**config.mk**
```make
export PLATFORM = sky130hd
export DESIGN_NAME = freq_display
export DESIGN_NICKNAME = d
export VERILOG_FILES = /design/src/rtl/freq_disp_pkg.sv /design/src/rtl/bin2bcd_seq.sv /design/src/rtl/freq_display.sv
export SDC_FILE = /design/constraint.sdc
export NUM_CORES = 1
export LEC_CHECK = 0
export CORE_MARGIN = 2
export CORE_UTILIZATION = 45
export DETAILED_ROUTE_END_ITERATION = 8
export PLACE_DENSITY = 0.72
export SETUP_SLACK_MARGIN = 0.5
export SLEW_MARGIN = 20
export SYNTH_ARGS = -nofsm -noshare
export SYNTH_HDL_FRONTEND = slang
export SYNTH_SLANG_ARGS = --single-unit
```
**constraint.sdc**
```tcl
create_clock -name clk -period 2.7 [get_ports clk]
set_input_delay 0.27 -clock clk [delete_from_list [all_inputs] [get_ports clk]]
set_output_delay 0.27 -clock clk [all_outputs]
set_load 0.01 [all_outputs]
```
**src/rtl/freq_disp_pkg.sv**
```systemverilog
// Shared constants for the frequency display: digit count, converter state
// encodings and the active-high 7-segment table.
package freq_disp_pkg;

    localparam int NUM_DIGITS = 6;
    localparam int BIN_W      = 20;
    localparam int BCD_W      = 4 * NUM_DIGITS;

    localparam logic [1:0] ST_IDLE  = 2'd0;
    localparam logic [1:0] ST_LOAD  = 2'd1;
    localparam logic [1:0] ST_SHIFT = 2'd2;
    localparam logic [1:0] ST_DONE  = 2'd3;

    localparam int              SHIFT_CYCLES = BIN_W;
    localparam logic [BIN_W-1:0] SAT_LIMIT   = 20'd999999;
    localparam logic [BCD_W-1:0] BCD_SAT     = 24'h999999;

    // Patterns are gfedcba, active-high; element 0 is the rightmost entry.
    localparam logic [6:0]      SEG_BLANK = 7'b0000000;
    localparam logic [9:0][6:0] SEG_TABLE = {
        7'b1101111, 7'b1111111, 7'b0000111, 7'b1111101, 7'b1101101,
        7'b1100110, 7'b1001111, 7'b1011011, 7'b0000110, 7'b0111111
    };

    function automatic logic [6:0] seg_decode(input logic [3:0] digit, input logic blank);
        if (blank || digit > 4'd9) begin
            return SEG_BLANK;
        end
        return SEG_TABLE[digit];
    endfunction

endpackage

```
**src/rtl/bin2bcd_seq.sv**
```systemverilog
// Sequential double-dabble converter: 20-bit binary to six BCD digits with
// saturation at 999999; bcd/ovf change only in DONE.
module bin2bcd_seq
    import freq_disp_pkg::*;
(
    input  logic             clk,
    input  logic             rst,
    input  logic             start,
    input  logic [BIN_W-1:0] bin,
    output logic             busy,
    output logic             done,
    output logic [BCD_W-1:0] bcd,
    output logic             ovf
);

    localparam int SH_W = BCD_W + BIN_W;

    logic [1:0]      state_q, state_d;
    logic [SH_W-1:0] sh_q, sh_d;
    logic [4:0]      cnt_q, cnt_d;
    logic            sat_q, sat_d;
    logic [BCD_W-1:0] bcd_q, bcd_d;
    logic            ovf_q, ovf_d;

    function automatic logic [SH_W-1:0] dabble_step(input logic [SH_W-1:0] sh);
        logic [SH_W-1:0] adj;
        adj = sh;
        for (int i = 0; i < NUM_DIGITS; i++) begin
            if (adj[BIN_W+4*i +: 4] >= 4'd5) begin
                adj[BIN_W+4*i +: 4] = adj[BIN_W+4*i +: 4] + 4'd3;
            end
        end
        return {adj[SH_W-2:0], 1'b0};
    endfunction

    always_comb begin
        // NOTE: every variable gets a default first so no path can infer a latch.
        state_d = state_q;
        sh_d    = sh_q;
        cnt_d   = cnt_q;
        sat_d   = sat_q;
        bcd_d   = bcd_q;
        ovf_d   = ovf_q;
        case (state_q)
            ST_IDLE: begin
                if (start) state_d = ST_LOAD;
            end
            ST_LOAD: begin
                sh_d    = {{BCD_W{1'b0}}, bin};
                sat_d   = (bin > SAT_LIMIT);
                cnt_d   = '0;
                state_d = ST_SHIFT;
            end
            ST_SHIFT: begin
                sh_d  = dabble_step(sh_q);
                cnt_d = cnt_q + 5'd1;
                if (cnt_q == 5'(SHIFT_CYCLES - 1)) state_d = ST_DONE;
            end
            ST_DONE: begin
                bcd_d   = sat_q ? BCD_SAT : sh_q[SH_W-1:BIN_W];
                ovf_d   = sat_q;
                state_d = ST_IDLE;
            end
            default: state_d = ST_IDLE;
        endcase
    end

    always_ff @(posedge clk) begin
        // NOTE: state registers use non-blocking assignments only.
        if (rst) begin
            state_q <= ST_IDLE;
            sh_q    <= '0;
            cnt_q   <= '0;
            sat_q   <= 1'b0;
            bcd_q   <= '0;
            ovf_q   <= 1'b0;
        end else begin
            state_q <= state_d;
            sh_q    <= sh_d;
            cnt_q   <= cnt_d;
            sat_q   <= sat_d;
            bcd_q   <= bcd_d;
            ovf_q   <= ovf_d;
        end
    end

    assign busy = (state_q != ST_IDLE);
    assign done = (state_q == ST_DONE);
    assign bcd  = bcd_q;
    assign ovf  = ovf_q;

endmodule

```
**src/rtl/freq_display.sv**
```systemverilog
// Six-digit multiplexed 7-segment frequency display with binary-to-BCD
// conversion; define FREQ_DISPLAY_LZB_EN to blank leading zeros.
module freq_display
    import freq_disp_pkg::*;
#(
    parameter int CLK_HZ         = 125000000,
    parameter int SCAN_HZ        = 1000,
    parameter bit SEG_ACTIVE_LOW = 1'b1
) (
    input  logic                  clk,
    input  logic                  rst,
    input  logic [BIN_W-1:0]      freq,
    output logic [7:0]            seg,
    output logic [NUM_DIGITS-1:0] an,
    output logic [BCD_W-1:0]      bcd,
    output logic                  busy,
    output logic                  ovf
);

    localparam int PRESCALE_RAW = CLK_HZ / (SCAN_HZ * NUM_DIGITS);
    localparam int PRESCALE     = (PRESCALE_RAW > 0) ? PRESCALE_RAW : 1;
    localparam int PRE_W        = (PRESCALE > 1) ? $clog2(PRESCALE) : 1;
    localparam logic [PRE_W-1:0] PRE_MAX    = PRE_W'(PRESCALE - 1);
    localparam logic [2:0]       LAST_DIGIT = 3'(NUM_DIGITS - 1);
    localparam logic [7:0]            SEG_OFF = SEG_ACTIVE_LOW ? 8'hFF : 8'h00;
    localparam logic [NUM_DIGITS-1:0] AN_OFF  = SEG_ACTIVE_LOW ? '1 : '0;

    logic [BIN_W-1:0]      freq_s_q, freq_s_d;
    logic                  first_q, first_d;
    logic [PRE_W-1:0]      presc_q, presc_d;
    logic [2:0]            digit_q, digit_d;
    logic [7:0]            seg_q, seg_d;
    logic [NUM_DIGITS-1:0] an_q, an_d;

    logic                  conv_start, conv_busy, conv_done, conv_ovf;
    logic [BCD_W-1:0]      conv_bcd;
    logic [NUM_DIGITS-1:0] blank_vec;
    logic [3:0]            cur_nib;
    logic                  cur_blank;

    // The post-reset conversion stays pending until it actually completes.
    assign conv_start = !conv_busy && (first_q || (freq != freq_s_q));
    assign freq_s_d   = conv_start ? freq : freq_s_q;
    assign first_d    = first_q && !conv_done;

    bin2bcd_seq u_conv (
        .clk   (clk),
        .rst   (rst),
        .start (conv_start),
        .bin   (freq_s_q),
        .busy  (conv_busy),
        .done  (conv_done),
        .bcd   (conv_bcd),
        .ovf   (conv_ovf)
    );

    assign presc_d = (presc_q == PRE_MAX) ? '0 : presc_q + 1'b1;
    assign digit_d = (presc_q != PRE_MAX)    ? digit_q :
                     (digit_q == LAST_DIGIT) ? 3'd0    : digit_q + 3'd1;

`ifdef FREQ_DISPLAY_LZB_EN
    always_comb begin
        logic zero_run;
        zero_run  = 1'b1;
        blank_vec = '0;
        for (int i = NUM_DIGITS - 1; i >= 1; i--) begin
            zero_run     = zero_run && (conv_bcd[4*i +: 4] == 4'd0);
            blank_vec[i] = zero_run;
        end
    end
`else
    assign blank_vec = '0;
`endif

    always_comb begin
        cur_nib   = '0;
        cur_blank = 1'b0;
        for (int i = 0; i < NUM_DIGITS; i++) begin
            if (digit_q == 3'(i)) begin
                cur_nib   = conv_bcd[4*i +: 4];
                cur_blank = blank_vec[i];
            end
        end
    end

    always_comb begin
        logic [7:0]            seg_ah;
        logic [NUM_DIGITS-1:0] an_ah;
        seg_ah = {conv_ovf && (digit_q == 3'd0), seg_decode(cur_nib, cur_blank)};
        an_ah  = NUM_DIGITS'(1) << digit_q;
        seg_d  = SEG_ACTIVE_LOW ? ~seg_ah : seg_ah;
        an_d   = SEG_ACTIVE_LOW ? ~an_ah  : an_ah;
    end

    always_ff @(posedge clk) begin
        if (rst) begin
            freq_s_q <= '0;
            first_q  <= 1'b1;
            presc_q  <= '0;
            digit_q  <= '0;
            seg_q    <= SEG_OFF;
            an_q     <= AN_OFF;
        end else begin
            freq_s_q <= freq_s_d;
            first_q  <= first_d;
            presc_q  <= presc_d;
            digit_q  <= digit_d;
            seg_q    <= seg_d;
            an_q     <= an_d;
        end
    end

    assign seg  = seg_q;
    assign an   = an_q;
    assign bcd  = conv_bcd;
    assign busy = conv_busy;
    assign ovf  = conv_ovf;

endmodule

```
* Word-level counts from Yosys, hierarchy flattened
Memory sizes are Yosys's and may differ from the RTL's. Cells that the tools add are included.
Word-level totals: flip-flop bits (word level) 130, bits in read-only memories 112, input bits 22, output and inout bits 40, word-level logic and storage cells 83, memories kept 1
Memory list:
- (name not given) | depth 16, bits a word 7, rd ports 1, clocked after memory_dff 0, write ports 0, line freq_disp_pkg.sv:29 | return SEG_TABLE[digit];
Operators by class: add/sub/neg operators 9, $lt $le $gt $ge 9, eq/ne operators 14, shift operators 1, mux-type cells 23, bitwise operators 2, reduce and logical (&&, ||, !) cells 12
Operators by type and width (count):
- 44-bit one-hot mux with 2 select lines | 1
- 4-bit two-way mux | 11
- 4-bit by 3-bit >= comparator with 1-bit output, second input constant | 6
- 24-bit two-way mux | 1
- 7-bit two-way mux | 3
- 4-bit by 2-bit adder with 4-bit output, second input constant | 5
- 20-bit > comparator, second input constant | 1
- 20-bit inequality test | 1
- 15-bit by 1-bit adder with 15-bit output, second input constant | 1
- 15-bit == test, second input constant | 1
- 15-bit inequality test, second input constant | 1
- 5-bit one-hot mux with 2 select lines | 1
- 8-bit NOT | 1
- 2-bit one-hot mux with 4 select lines | 1
- 3-bit by 2-bit == test with 1-bit output, second input constant | 2
- 3-bit == test, second input constant | 2
- 3-bit two-way mux | 2
- 6-bit NOT | 1
- 1-bit by 3-bit << shifter with 6-bit output, first input constant | 1
- 5-bit by 1-bit adder with 5-bit output, second input constant | 1
- 5-bit == test, second input constant | 1
- 4-bit by 5-bit < comparator with 1-bit output, second input constant | 1
- 2-bit == test, second input constant | 2
- 4-bit > comparator, second input constant | 1
- other kinds (16) | 21

* Depth between registers and ports, before layout
word-level depth 11, gate-level depth with buffers 11, mapped depth without buffers 10

* Cells and area by module
From an unflattened synthesis, not the netlist that was laid out.
Unflattened totals: cells, all modules 688, area, all modules 6296.0 um^2
By module, submodules not included:
- bin2bcd_seq | times used 1, cells an instance 410, area an instance 3719.8 um^2, sequential area each 1541.5 um^2
- freq_display | times used 1, cells an instance 278, area an instance 2576.2 um^2, sequential area each 1061.0 um^2

* Worst setup path before layout
Ideal clock, no wire load.
kind register to register, from register digit_q[0], to register seg_q[0], in the netlist seg[0], library setup time 0.152 ns, data arrival time 2.249 ns, data required time 2.548 ns, slack 0.299 ns, stages on the path, launching flop included 11, path buffers 1, clock period less this slack 2.401 ns, path through dfxtp_1 clkbuf_1 and2_1 ha_1 nor2b_1 a22o_1 a21oi_1 ha_1 o21bai_1 o22ai_1 o311ai_0
On the way: longest elaborated chain between the ends 11, elaborated cells on any way between the ends 18, classes of those cells order compare (1); eq/ne (5); mux (9); bitwise (1); reduce/logical (1); memory (1)
Ends and longest elaborated chain:
- from (decl) | line freq_display.sv:31 | logic [2:0] digit_q, digit_d;
- from (signal assigned) | line freq_display.sv:107 | digit_q <= digit_d;
- 3-bit zero test | line freq_display.sv:79 | if (digit_q == 3'(i)) begin
- 4-bit two-way mux (5 in series) | line freq_display.sv:79
- 4-bit two-way mux * | line freq_display.sv:79
- memory read 16 x 7 bit / 4-bit > comparator (equally long branches)
- 7-bit two-way mux (not written as such) / 1-bit two-way mux (equally long branches) | line freq_disp_pkg.sv:29, freq_disp_pkg.sv:26
- 7-bit two-way mux * | line freq_disp_pkg.sv:29
- 8-bit NOT * | line freq_display.sv:91 | seg_d = SEG_ACTIVE_LOW ? ~seg_ah : seg_ah;
- to (signal assigned) | line freq_display.sv:108 | seg_q <= seg_d;
- to (decl) | line freq_display.sv:32 | logic [7:0] seg_q, seg_d;
Mark *: on every way between the ends. The rest lies on a longest branch, timed or not. The select of a mux whose other input is x is not followed. A chain may end at the register's enable or synchronous reset.

* Final worst setup path
from register digit_q[1], to register seg_q[0], in the netlist seg[0]
Same word-level chain as after synthesis.

==> results.md <==
- Seq/Total Area, Yosys: 43.93%
- Ys Warns: 0
- Initial antenna violation count: 0
- Post-Synth XOR/XNOR Area: 6.357%
- Synth area leaders: dfxtp_1, mux2i_1, nor2_1, ha_1, xnor2_1
- Clk_lat worst skew: 420 ps
- Clock root buffer: clkbuf_16
- Die Span Y: 118.7 um
- Area of the multi-input gates: 3206 sq um
- P&R area growth vs syn: 29.33%
- FF-to-FF End: seg[0]
- CTS tree: yes
- FF-to-FF Start: digit_q[1]
- Vias per cell: 5.379
- CTS H-tree depth: 4
- Diode count: 0
- First-pass GRT wire length: 22.81 mm
- Share of layout cells above drive strength 1: 12.90%
- Comb pwr share: 26.3%
- Clk network pwr share: 38.5%
- Sw frac: 29.63%
- Top FF cell, synth: dfxtp_1
- Simple-Gate Fraction of Synth Area: 15.97%
- Fin nets: 778
- RSZ-0062 raised after global routing: true
- Tmin final: 2143 ps
- Int Pwr: 4797 uW
- Worst Skew: 6.298 ps
- # hold bufs at CTS: 0
- Hold_sp: freq[0]
- # port buffers: 61
- Routed wire length: 14.06 mm
- IO Pins: 62
- Die area: 14100 sq um
- Hold Vio Cnt, Final: 0
- Hold Crit Endpoint: freq_s_q[0]
- EDFF count, synth: 0
- Largest family of logic cells by synthesized area: simple AND/OR/NAND/NOR gates
- Register-to-Register Path Depth: 10
- Rel. slew slack: 48.98%
- Syn Std Cell Area: 5924 sq um
- Initial DRC count: 349
- Synthesized instance count: 663
- Top cells by count, synth: dfxtp_1, nor2_1, mux2i_1, inv_1
- DIE WIDTH: 118.7 um
- GP Congestion: 0.8395
- Power, Total: 6816 uW
- Routed Antenna Nets: 0
- Final Max Tran Viols: 0
- Initial Util: 46.57%
- PD cells: 889.6 nW/um^2
- Ys async rst share: 0%
- Largest net degree at the start of global routing: 59
- Max Fclk: 466.7 MHz
- Compound-Gate Fraction of Synth Area: 15.08%
- Drc violations: 0
- Sw Pwr: 2019 uW
- CTS Buffer Depth: 2
- Worst Tran Pin Value: 764.4 ps
- Clock sinks: 130
- Setup TNS: 0 ps
- Hold crit path type: in2reg
- Fin crit share: 79.36%
- Reg power frac: 35.2%
- FF/Latch Area: 2624 sq um
- Post-placement cell count: 872
- R2R Setup Slk: 560 ps
- WL/cell: 15.35 um
- Mux contribution to synthesized area: 8.659%
- Critical path launch point type: flip-flop
- Num rows: 41
- Fin cells: 916
- Crit Path Category: reg2reg
- WP data arrival: 2430 ps
- Via count: 4927
- Worst VDD drop: 0.4592 mV
- # fillers: 1064
- First-pass iteration count of the detailed router: 5
- Status: complete, no violations
- Crit path max fanout: 7
- Syn nets: 710
- WP data required: 2980 ps
- Vias in the first global route: 4661
- Syn_area_per_cell: 8.936 sq um
- Max cap viols: 0
- GRT Total Usage: 19.82%
- Hold depth: 3
- Cell variety after synth: 48
- Yosys top cell by area: dfxtp_1
- Inserted Clock Buffers: 17
- #FFs+latches synth: 130
- Grt ovf: 0
- Core ar.: 12720 sq um
- Post-Synth Adder-Cell Area: 5.280%
- Count leader, synth: dfxtp_1
- Synth top area share: 43.93%
- Post-detail-place hpwl: 9.374 mm
- Clock transition at the registers of the reported paths: 50 ps
- Finish-stage setup viols: 0
- Crit. End Element: flip-flop
- Leakage power: 0.002858 uW
==> flip-flops by register name, summed over array words and instances (netlist names) <==
register        flops
u_conv.sh_q        44
u_conv.bcd         24
freq_s_q           20
presc_q            15
seg                 8
an                  6
u_conv.cnt_q        5
digit_q             3
u_conv.state_q      2
first_q             1
u_conv.ovf          1
u_conv.sat_q        1
==> stage by stage <==
step	worst slack [ps]	hold slack [ps]	utilization, %	area [sq um]
after floorplan	544.7	413.9	-	5936
after detailed placement	153.8	419.4	52.63	6695
after global placement	233.1	423.9	52.61	6693
after CTS	507.2	187.8	58.64	7461
final	557.2	194.7	60.23	7662
after global routing	443.5	218.2	60.23	7662
==> final cells by class <==
cell class	instances	area share, %
multi-input combinational	463	41.84
inverter	34	1.666
tap	172	2.809
timing repair buffer	85	10.61
sequential	130	34.24
clock inverter	10	2.645
clock buffer	22	6.189
==> logic make-up after synthesis <==
group	after synthesis
AND/OR/NAND/NOR	212
AO/OA/AOI/OAI	132
flip-flops	130
buffers and inverters	70
multiplexers	51
XOR/XNOR	43
adder cells (fa/ha/maj)	25
==> power by group through the flow <==
| stage | clock (uW) | combinational, uW | sequential (uW) |
|---|---|---|---|
| after floorplan | 0 | 1220 | 2390 |
| after CTS | 2650 | 1690 | 2380 |
| after global routing | 2750 | 1960 | 2430 |
| after detailed placement | 0 | 1660 | 2420 |
| final | 2630 | 1790 | 2400 |
| after global placement | 0 | 1610 | 2410 |
==> how the worst max path moves through the flow <==
stage                startpoint      endpoint  slack, ps  cells after the start
global placement       freq[16]  freq_s_q[16]        230                      8
global route        freq_s_q[3]  freq_s_q[13]        440                      7
detailed placement     freq[16]  freq_s_q[15]        150                      8
finish               digit_q[1]        seg[0]        560                     10
CTS                  digit_q[2]        seg[4]        510                      9
floorplan            digit_q[0]        seg[0]        540                     10
==> placed cells by master (no fill, tap or decap), types with 20 or more instances in the layout <==
cell	n
nor2_1	118
dfxtp_1	117
clkdlybuf4s50_1	58
mux2i_1	49
inv_1	34
nand2_1	28
a21oi_1	24
a22oi_1	21
xnor2_1	21
a211oi_1	21
ha_1	21
nand3_1	20
==> per-layer routing <==
metal / vias to the layer above / GRT usage [%] / wire length, um
met4: 0 / 5.283 / 160
met3: 11 / 5.840 / 586
met5: - / 0 / 0
met2: 108 / 33.58 / 7039
met1: 2372 / 24.52 / 6276
li1: 2436 / - / -
==> worst max-delay path, cell delays in order, from the launching register on <==
cell	delay [ps]
dfxtp_4	360
and2_4	170
ha_4	180
nor2b_1	150
a22o_1	260
a21oi_4	230
ha_4	200
o21bai_2	70
o22ai_2	120
buf_4	170
o311ai_2	100
==> timing repair <==
action / in CTS / in global routing
pin swaps: 3 / 6
buffers inserted: 4 / 6
gates cloned: 0 / 2
gates resized for setup: 16 / 40
setup endpoints to repair: 7 / 28
(Power assumes the default switching activity.)
